`src/rtl/pe_job_scheduler.sv`:
```
// Purpose : queues PE-array job descriptors, issues them one at a time, times each run,
//           aborts runs that hang and reports every completion over a valid/ready port.
// Latency : a job pushed into an idle, empty scheduler sees pe_start two cycles later;
//           the completion appears the cycle after pe_done (or after the abort window).
// Backpressure: job_ready drops while the queue is full; a completion is held in REPORT
//           until cmp_ready, and no further job issues until then.
// Ports   : aclk/aresetn (sync, active-low); job_valid/job_ready/job_id/job_src_base/
//           job_dst_base (descriptor in); pe_start/pe_done/pe_rst_n (PE array control);
//           pe_bram_addr/pe_bram_we -> bram_addr (address translation); cmp_valid/
//           cmp_ready/cmp_id/cmp_cycles/cmp_timeout (completion out); busy, irq.

// Purpose : generic synchronous FIFO, power-of-two depth, head word shown combinationally.
// Latency : a pushed word is visible at the head the cycle after the push.
// Backpressure: pushes are dropped while full, pops are ignored while empty.
module pe_job_fifo #(
    parameter int WIDTH = 8,
    parameter int DEPTH = 4
) (
    input  logic             aclk,
    input  logic             aresetn,
    input  logic             push_vld,
    input  logic [WIDTH-1:0] push_dat,
    input  logic             pop_rdy,
    output logic [WIDTH-1:0] head_dat,
    output logic             full,
    output logic             empty
);
    localparam int AW = (DEPTH > 1) ? $clog2(DEPTH) : 1;

    logic [WIDTH-1:0] mem [DEPTH];
    logic [AW-1:0]    wr_ptr;
    logic [AW-1:0]    rd_ptr;
    logic [AW:0]      count;
    logic             do_push;
    logic             do_pop;

    assign full     = (count == (AW+1)'(DEPTH));
    assign empty    = (count == '0);
    assign do_push  = push_vld && !full;
    assign do_pop   = pop_rdy && !empty;
    assign head_dat = mem[rd_ptr];

    // Pointers wrap naturally because DEPTH is a power of two.
    always_ff @(posedge aclk) begin
        if (!aresetn) begin
            wr_ptr <= '0;
            rd_ptr <= '0;
            count  <= '0;
        end else begin
            if (do_push) wr_ptr <= wr_ptr + AW'(1);
            if (do_pop)  rd_ptr <= rd_ptr + AW'(1);
            case ({do_push, do_pop})
                2'b10:   count <= count + (AW+1)'(1);
                2'b01:   count <= count - (AW+1)'(1);
                default: count <= count;
            endcase
        end
    end

    always_ff @(posedge aclk) begin
        if (do_push) mem[wr_ptr] <= push_dat;
    end
endmodule

module pe_job_scheduler #(
    parameter int FIFO_DEPTH  = 4,
    parameter int TIMEOUT_CYC = 65536,
    parameter int ABORT_CYC   = 2
) (
    input  logic        aclk,
    input  logic        aresetn,
    input  logic        job_valid,
    output logic        job_ready,
    input  logic [3:0]  job_id,
    input  logic [31:0] job_src_base,
    input  logic [31:0] job_dst_base,
    output logic        pe_start,
    input  logic        pe_done,
    output logic        pe_rst_n,
    input  logic [31:0] pe_bram_addr,
    input  logic [3:0]  pe_bram_we,
    output logic [31:0] bram_addr,
    output logic        cmp_valid,
    input  logic        cmp_ready,
    output logic [3:0]  cmp_id,
    output logic [31:0] cmp_cycles,
    output logic        cmp_timeout,
    output logic        busy,
    output logic        irq
);
    typedef struct packed {
        logic [3:0]  id;
        logic [31:0] src_base;
        logic [31:0] dst_base;
    } job_t;

    localparam logic [2:0] S_IDLE   = 3'd0;
    localparam logic [2:0] S_ISSUE  = 3'd1;
    localparam logic [2:0] S_RUN    = 3'd2;
    localparam logic [2:0] S_ABORT  = 3'd3;
    localparam logic [2:0] S_REPORT = 3'd4;

    logic [2:0]  state;
    job_t        push_job;
    job_t        head_job;
    job_t        act_job;
    logic        q_full;
    logic        q_empty;
    logic        q_pop;
    logic [31:0] run_cnt;
    logic [31:0] cnt_inc;
    logic [31:0] abort_cnt;
    logic        timeout_hit;
    logic        abort_last;
    logic        timeout_q;
    logic        cmp_valid_q;

    assign push_job = '{id: job_id, src_base: job_src_base, dst_base: job_dst_base};
    assign q_pop    = (state == S_IDLE) && !q_empty;

    pe_job_fifo #(
        .WIDTH ($bits(job_t)),
        .DEPTH (FIFO_DEPTH)
    ) u_job_q (
        .aclk     (aclk),
        .aresetn  (aresetn),
        .push_vld (job_valid),
        .push_dat (push_job),
        .pop_rdy  (q_pop),
        .head_dat (head_job),
        .full     (q_full),
        .empty    (q_empty)
    );

    // Saturating increment; the timeout test looks at the value the counter is about
    // to take, so a job aborts in the cycle its count reaches TIMEOUT_CYC.
    assign cnt_inc     = (run_cnt == '1) ? run_cnt : run_cnt + 32'd1;
    assign timeout_hit = ({1'b0, cnt_inc} >= 33'(TIMEOUT_CYC));
    assign abort_last  = (abort_cnt == 32'(ABORT_CYC - 1));

    always_ff @(posedge aclk) begin
        if (!aresetn) begin
            state       <= S_IDLE;
            act_job     <= '0;
            run_cnt     <= '0;
            abort_cnt   <= '0;
            timeout_q   <= 1'b0;
            cmp_valid_q <= 1'b0;
        end else begin
            cmp_valid_q <= (state == S_REPORT);
            case (state)
                S_IDLE: begin
                    if (!q_empty) begin
                        act_job <= head_job;
                        state   <= S_ISSUE;
                    end
                end
                S_ISSUE: begin
                    run_cnt <= '0;
                    state   <= S_RUN;
                end
                S_RUN: begin
                    run_cnt <= cnt_inc;
                    // pe_done wins over a timeout landing in the same cycle.
                    if (pe_done) begin
                        timeout_q <= 1'b0;
                        state     <= S_REPORT;
                    end else if (timeout_hit) begin
                        run_cnt   <= 32'(TIMEOUT_CYC);
                        timeout_q <= 1'b1;
                        abort_cnt <= '0;
                        state     <= S_ABORT;
                    end
                end
                S_ABORT: begin
                    abort_cnt <= abort_cnt + 32'd1;
                    if (abort_last) state <= S_REPORT;
                end
                S_REPORT: begin
                    if (cmp_ready) state <= S_IDLE;
                end
                default: state <= S_IDLE;
            endcase
        end
    end

    // aresetn gates these directly so they are low for the whole reset window and
    // come back high in the very first cycle after release.
    assign job_ready   = aresetn && !q_full;
    assign pe_rst_n    = aresetn && (state != S_ABORT);

    assign pe_start    = (state == S_ISSUE);
    assign cmp_valid   = (state == S_REPORT);
    assign cmp_id      = act_job.id;
    assign cmp_cycles  = run_cnt;
    assign cmp_timeout = timeout_q;
    assign busy        = (state != S_IDLE) || !q_empty;
    assign irq         = cmp_valid && !cmp_valid_q;

    // Any byte-enable marks a write; the active job stays latched from ISSUE to REPORT.
    always_comb begin
        bram_addr = pe_bram_addr;
        if (state != S_IDLE) begin
            bram_addr = pe_bram_addr + ((|pe_bram_we) ? act_job.dst_base : act_job.src_base);
        end
    end
endmodule

```
`config.mk`:
```
export PLATFORM = sky130hd
export DESIGN_NAME = pe_job_scheduler
export DESIGN_NICKNAME = d
export VERILOG_FILES = /design/src/rtl/pe_job_scheduler.sv
export SDC_FILE = /design/constraint.sdc
export NUM_CORES = 1
export LEC_CHECK = 0
export ABC_CLOCK_PERIOD_IN_PS = 8600
export BUFFER_PORTS_ARGS = -buffer_cell sky130_fd_sc_hd__buf_2
export CORE_UTILIZATION = 64
export CTS_CLUSTER_SIZE = 10
export DETAILED_ROUTE_END_ITERATION = 10
export GPL_ROUTABILITY_DRIVEN = 0
export PLACE_DENSITY_LB_ADDON = 0.12
export SLEW_MARGIN = 25
export SYNTH_ARGS = -nofsm -noshare
export SYNTH_HDL_FRONTEND = slang
export SYNTH_SLANG_ARGS = --single-unit
```
`constraint.sdc`:
```
create_clock -name aclk -period 8.6 [get_ports aclk]
set_clock_uncertainty 0.2 [all_clocks]
set_input_delay 0.86 -clock aclk [delete_from_list [all_inputs] [get_ports aclk]]
set_output_delay 0.86 -clock aclk [all_outputs]
set_load 0.02 [all_outputs]
```
* After elaboration in Yosys (flattened, before gate mapping)
Memories as Yosys holds them, arrays and structs flattened. A register that Yosys moved wholly into a read port is not among the register bits.
Index checks and enable logic that the tools add are counted.
** Storage, ports and cells
- Logic and storage cells :: 77
- Output and inout port bits :: 75
- Input bits :: 109
- Memories kept :: 1
- Flip-flop bits (word level) :: 76
- Bits in writable memories :: 272
** Memory list
- u_job_q.mem :: words 4, bits a word 68, rd ports 1, clocked after memory_dff 1, write ports 1, line 30 : logic [WIDTH-1:0] mem [DEPTH];
** Operators by class
- Bitwise operators :: 1
- Add/sub/neg operators :: 7
- $lt $le $gt $ge :: 1
- Reductions and logical operators :: 23
- Mux-type cells :: 20
- Eq/ne operators :: 16
** Operators by type and width (count)
- $mux 32 :: 7
- $pmux 32 s2 :: 2
- $add 32x1->32 const B :: 2
- $add 32x32->32 :: 1
- $eq 32x1->1 const B :: 1
- $eq 32x32->1 const B :: 1
- $ge 32x17->1 const B :: 1
- $mux 3 :: 5
- $pmux 3 s5 :: 1
- $ne 2x2->1 const B :: 4
- $reduce_bool 2->1 :: 4
- $eq 3x2->1 const B :: 2
- $eq 3x3->1 const B :: 2
- $logic_and 1x1->1 :: 6
- $logic_not 3->1 :: 2
- $pmux 3 s2 :: 1
- $add 2x1->2 const B :: 2
- $logic_not 1->1 :: 4
- $mux 1 :: 4
- $reduce_and 2->1 :: 2
- $reduce_and 4->1 :: 1
- $reduce_or 4->1 :: 1
- $add 3x1->3 const B :: 1
- $eq 3x1->1 const B :: 1
- other kinds (10) :: 10

* Depth between registers and ports, before layout
- Depth after elaboration :: 6
- Mapped depth :: 16
- Gate-level depth less buffers :: 15

* Modules after synthesis
From an unflattened synthesis, not the netlist that was laid out.
** Second synthesis, totals
- Cells, all modules :: 1579
- Area, all modules :: 19419.9 µm²
** Modules (own cells, without submodules)
- pe_job_fifo :: sequential area each 8348.0 µm², area an instance 10324.9 µm², instances 1, cells each 410
- pe_job_scheduler :: sequential area each 2742.6 µm², area an instance 9095.0 µm², instances 1, cells each 1169

* Least setup slack after synthesis
No wires, ideal clock.
- Path type :: input-to-output
- From :: input pe_bram_we[1]
- To :: output bram_addr[30]
- Data required time :: 7.540 ns
- Stages :: 16
- Setup slack :: 2.329 ns
- Path buffers :: 1
- Arrival time :: 5.211 ns
- Cell sequence :: nor4_1 > clkbuf_1 > mux2_2 > ha_1 > fa_1 > a21o_1 > a21oi_1 > o21ai_0 > o2bb2ai_1 > o311ai_0 > o21ai_0 > o21ai_0 > o311ai_0 > o31ai_1 > xor2_1 > a21oi_1
** On the way
- Longest elaborated chain between the ends :: 4
** Ends and longest elaborated chain
- start: declaration :: line 81 : input logic [3:0] pe_bram_we,
- $reduce_or 4->1 :: line 204 : bram_addr = pe_bram_addr + ((|pe_bram_we) ? act_job.dst_base : act_job.src_base);
- $mux 32 :: line 204
- $add 32x32->32 :: line 204
- $mux 32 :: line 203 : if (state != S_IDLE) begin
- end: declaration :: line 82 : output logic [31:0] bram_addr,
No other way between the ends.

* Worst setup path in the final report
Same ends and word-level chain as after synthesis.

==> results by group <==
Route
  – Via count: 12.6k
  – Initial DRC Count: 940
  – Final WL: 41.8 mm
  – DRC viols: 0
  – Post-DRT Antenna Nets: 0
  – Wirelength per Cell: 20.0 um
  – Pre-Repair DR Iteration Count: 5
  – Via density: 6.05

Worst setup path
  – Worst-path fanout max: 32
  – Crit-path cells: buf_2 -> nor4_2 -> buf_4 -> mux2_2 -> ha_1 -> fa_1 -> a21o_1 -> a21oi_1 -> o21ai_0 -> o2bb2ai_1 -> o311ai_0 -> o21ai_0 -> o21ai_0 -> o311ai_0 -> o31ai_1 -> xor2_1 -> a21oi_1 -> buf_2
  – Critical path class: input port to output port
  – Critical path depth: 18
  – Buf/Inv on CP: 3
  – R2R Setup Slk: roughly 4100 ps
  – Slowest-stage cell, CP: o311ai_0
  – Register-to-Register Path Depth: 11
  – Max incr delay on CP: 590 ps
  – Crit end category: output port
  – Critical path required time: 7540 ps
  – RR Endpoint: cmp_cycles[3]$_SDFFE_PN0P_
  – Startpoint Class: input port
  – RR Startpoint: cmp_cycles[0]$_SDFFE_PN0P_
  – Worst Path Arrival: 5970 ps
  – Most frequent CP cell: o21ai_0
  – Crit path max-delay family: compound AO/OA/AOI/OAI gates

Layout
  – FILL cells: 1,845
  – Layout area overhead: 14.0%
  – Final instance area: 0.0211 sq mm
  – Multi-input logic area: a little over 0.007 sq mm
  – Fin nets: 1,820
  – Layout cell share with drive strength beyond 1: 0.224
  – Final Instance Count excl. Fillers: approximately 2.1k
  – Commonest non-fill, non-tap cell in the layout: edfxtp_1
  – Commonest non-fill, non-tap cells in the layout: 272 x edfxtp_1, 223 x nand2_1, 183 x buf_2
  – Register area: between 0.01 and 0.015 sq mm

Logic synthesis
  – Mean Syn Cell Area: between 10 and 15 sq um
  – Synth warn: 0
  – EDFF count, synth: 272
  – Sequential share of the synthesized area: 0.598
  – Top FF cell, synth: edfxtp_1
  – Count of cell types in the netlist: 72
  – Gate Count Post-Synth: 1,501
  – Syn_nets: approximately 1.7k
  – Cell Area, Synth: 0.0185 sq mm
  – FF+latch count, synth: about 420
  – Async S/R FF share, synth: 0

Placement
  – Placed instance count: around 2k
  – PortBufs: approximately 180
  – Placed cell areas: 0.0197 sq mm
  – Detail Placement HPWL: 27.0 mm

STA
  – F_max: approximately 0.14 GHz
  – Fin crit period: 7030 ps
  – Hold WS: 252 ps
  – RSZ-0062 raised after global routing: false
  – Period Utilization, post-route: 0.817
  – Setup-failing EPs final: 0
  – Post-route setup TNS: 0 ps
  – Worst Max-Slew Pin Slew: approximately 1000 ps
  – Final Max Slew Viols: 0
  – Final Hold Fails: 0
  – Worst slew margin: 0.339

Floorplan
  – Initial Utilization: 0.658
  – # IOs: approximately 180
  – Die width: 172 um
  – Die ar.: 0.0296 sq mm
  – # rows: about 60
  – Core area: approximately 0.028 sq mm
  – Die H: roughly 170 um

GRT
  – Pin count of the biggest net entering global routing: 71
  – Gr usage total: 0.288
  – Met2 Resource Use GR: 0.496
  – Vias in the first global route: 12.3k
  – Global-route wire length before repair: 64.1 mm
  – Met1 GRT Util: 0.365
  – Initial antenna violation count: 4
  – GRT met3 Usage: 0.0458
  – GR Overflow Total: 0
  – Global route hottest layer: met2

CTS
  – Post-cts hold buffer count: 0
  – CTS clk-pin slew, worst paths: 50 ps
  – Clock Latency Late Sink: 540 ps
  – Clock root buffer: clkbuf_16
  – Post-CTS sizing: 0
  – Total setup buffers inserted after CTS: 0
  – TritonCTS Buffers: 48
  – TritonCTS Sinks: about 420
  – CTS Buffer Depth: 3
  – CTS tree: yes
  – H-tree levels: 2

Power and ir drop
  – VDD IR max: 0.271 mV
  – Leakage: 7.60 nW
  – Total power divided by cell area: 307 mW/mm^2

Worst hold path
  – Sink of the worst hold path: act_job[0]$_SDFFE_PN0P_
  – HP Class: register to register
  – Worst min-delay path startpoint: act_job[0]$_SDFFE_PN0P_
  – WHS Path Cells: 2

Run
  – Max-cap viol count: 0

Run status
  – Status: complete, no violations
layer usage:
metal	up-vias	part of all wire	wire length, um
met1	6184	0.40	16900
met4	0	0.034	1410
met5	-	0	0
met3	95	0.059	2490
met2	431	0.50	21000
li1	5931	-	-
worst reg2reg max path, cell delays in order, from the launching register on:
cell and delay (ps):
dfxtp_1 390, ha_1 270, nand2_1 100, nor4_2 530
a31oi_2 430, a21o_1 280, a2111oi_1 530, and4_1 390
o21ai_2 140, nor2_2 710, o21ai_0 200, a31oi_1 210
logic make-up (layout without fill, tap and decap cells):
group,after synthesis,in the layout,share of synthesized area
fa+ha+maj,41,41,0.0286
flops,416,416,0.598
compound gates,276,276,0.0893
buf+inv,99,306,0.0219
xor+xnor,69,69,0.0327
other cells,0,4,0
simple gates,495,495,0.125
mux,105,105,0.105
power breakdown:
part	internal, mW	leakage [nW]	total, mW	switching (mW)
Clock	1.05	0.658	1.80	0.748
Combinational	0.772	3.28	2.03	1.26
Sequential	2.45	3.67	2.65	0.192
Total	4.28	7.60	6.48	2.20
stage by stage:
stage	power, mW	util	setup slack (ps)
2_1_floorplan	4.09	-	2330
3_3_place_gp	4.64	0.700	1830
3_5_place_dp	4.69	0.700	1690
4_1_cts	6.50	0.750	1650
5_1_grt	6.80	0.750	1340
6_report	6.48	0.750	1570
sequential cells by signal, indices dropped and copies added (netlist names):
name / cells
cmp_cycles: 32
cmp_timeout: 1
u_job_q.rd_ptr: 2
abort_cnt: 32
u_job_q.mem: 272
cmp_id: 4
act_job: 64
u_job_q.count: 3
state: 3
cmp_valid_q: 1
u_job_q.wr_ptr: 2
worst max-delay path by stage:
stage / start / end
final: pe_bram_we[1] / bram_addr[30]
after global routing: pe_bram_we[1] / bram_addr[30]
after CTS: pe_bram_we[1] / bram_addr[30]
after detailed placement: pe_bram_we[1] / bram_addr[30]
after global placement: pe_bram_we[1] / bram_addr[30]
after floorplan: pe_bram_we[1] / bram_addr[30]
Yosys cell counts, types with 9 or more instances:
master	n	area, sq um
buf_1	12	45.0
xnor2_1	28	245
xor2_1	41	359
and3_1	20	125
nor3_1	13	65.1
mux2_2	32	360
a21o_1	14	105
and2_1	10	62.6
nand3_1	33	165
nand2b_1	9	56.3
o21ai_0	53	265
a31oi_1	14	87.6
edfxtp_1	272	8170
mux4_2	68	1530
nand4_1	20	125
a21oi_1	130	651
inv_1	22	82.6
clkbuf_1	53	199
dfxtp_1	144	2880
nor4_1	14	87.6
nor2_1	111	417
nand2_1	224	841
ha_1	39	488
o21a_1	10	75.1
cell type report:
class | count | area share
Sequential cell | 416 | 0.525
Multi-Input combinational cell | 986 | 0.335
Antenna cell | 4 | 0.000475
Timing Repair Buffer | 195 | 0.0479
Clock inverter | 4 | 0.00178
Tap cell | 378 | 0.0224
Clock buffer | 84 | 0.0639
Inverter | 23 | 0.00410
(Power assumes the default switching activity.)
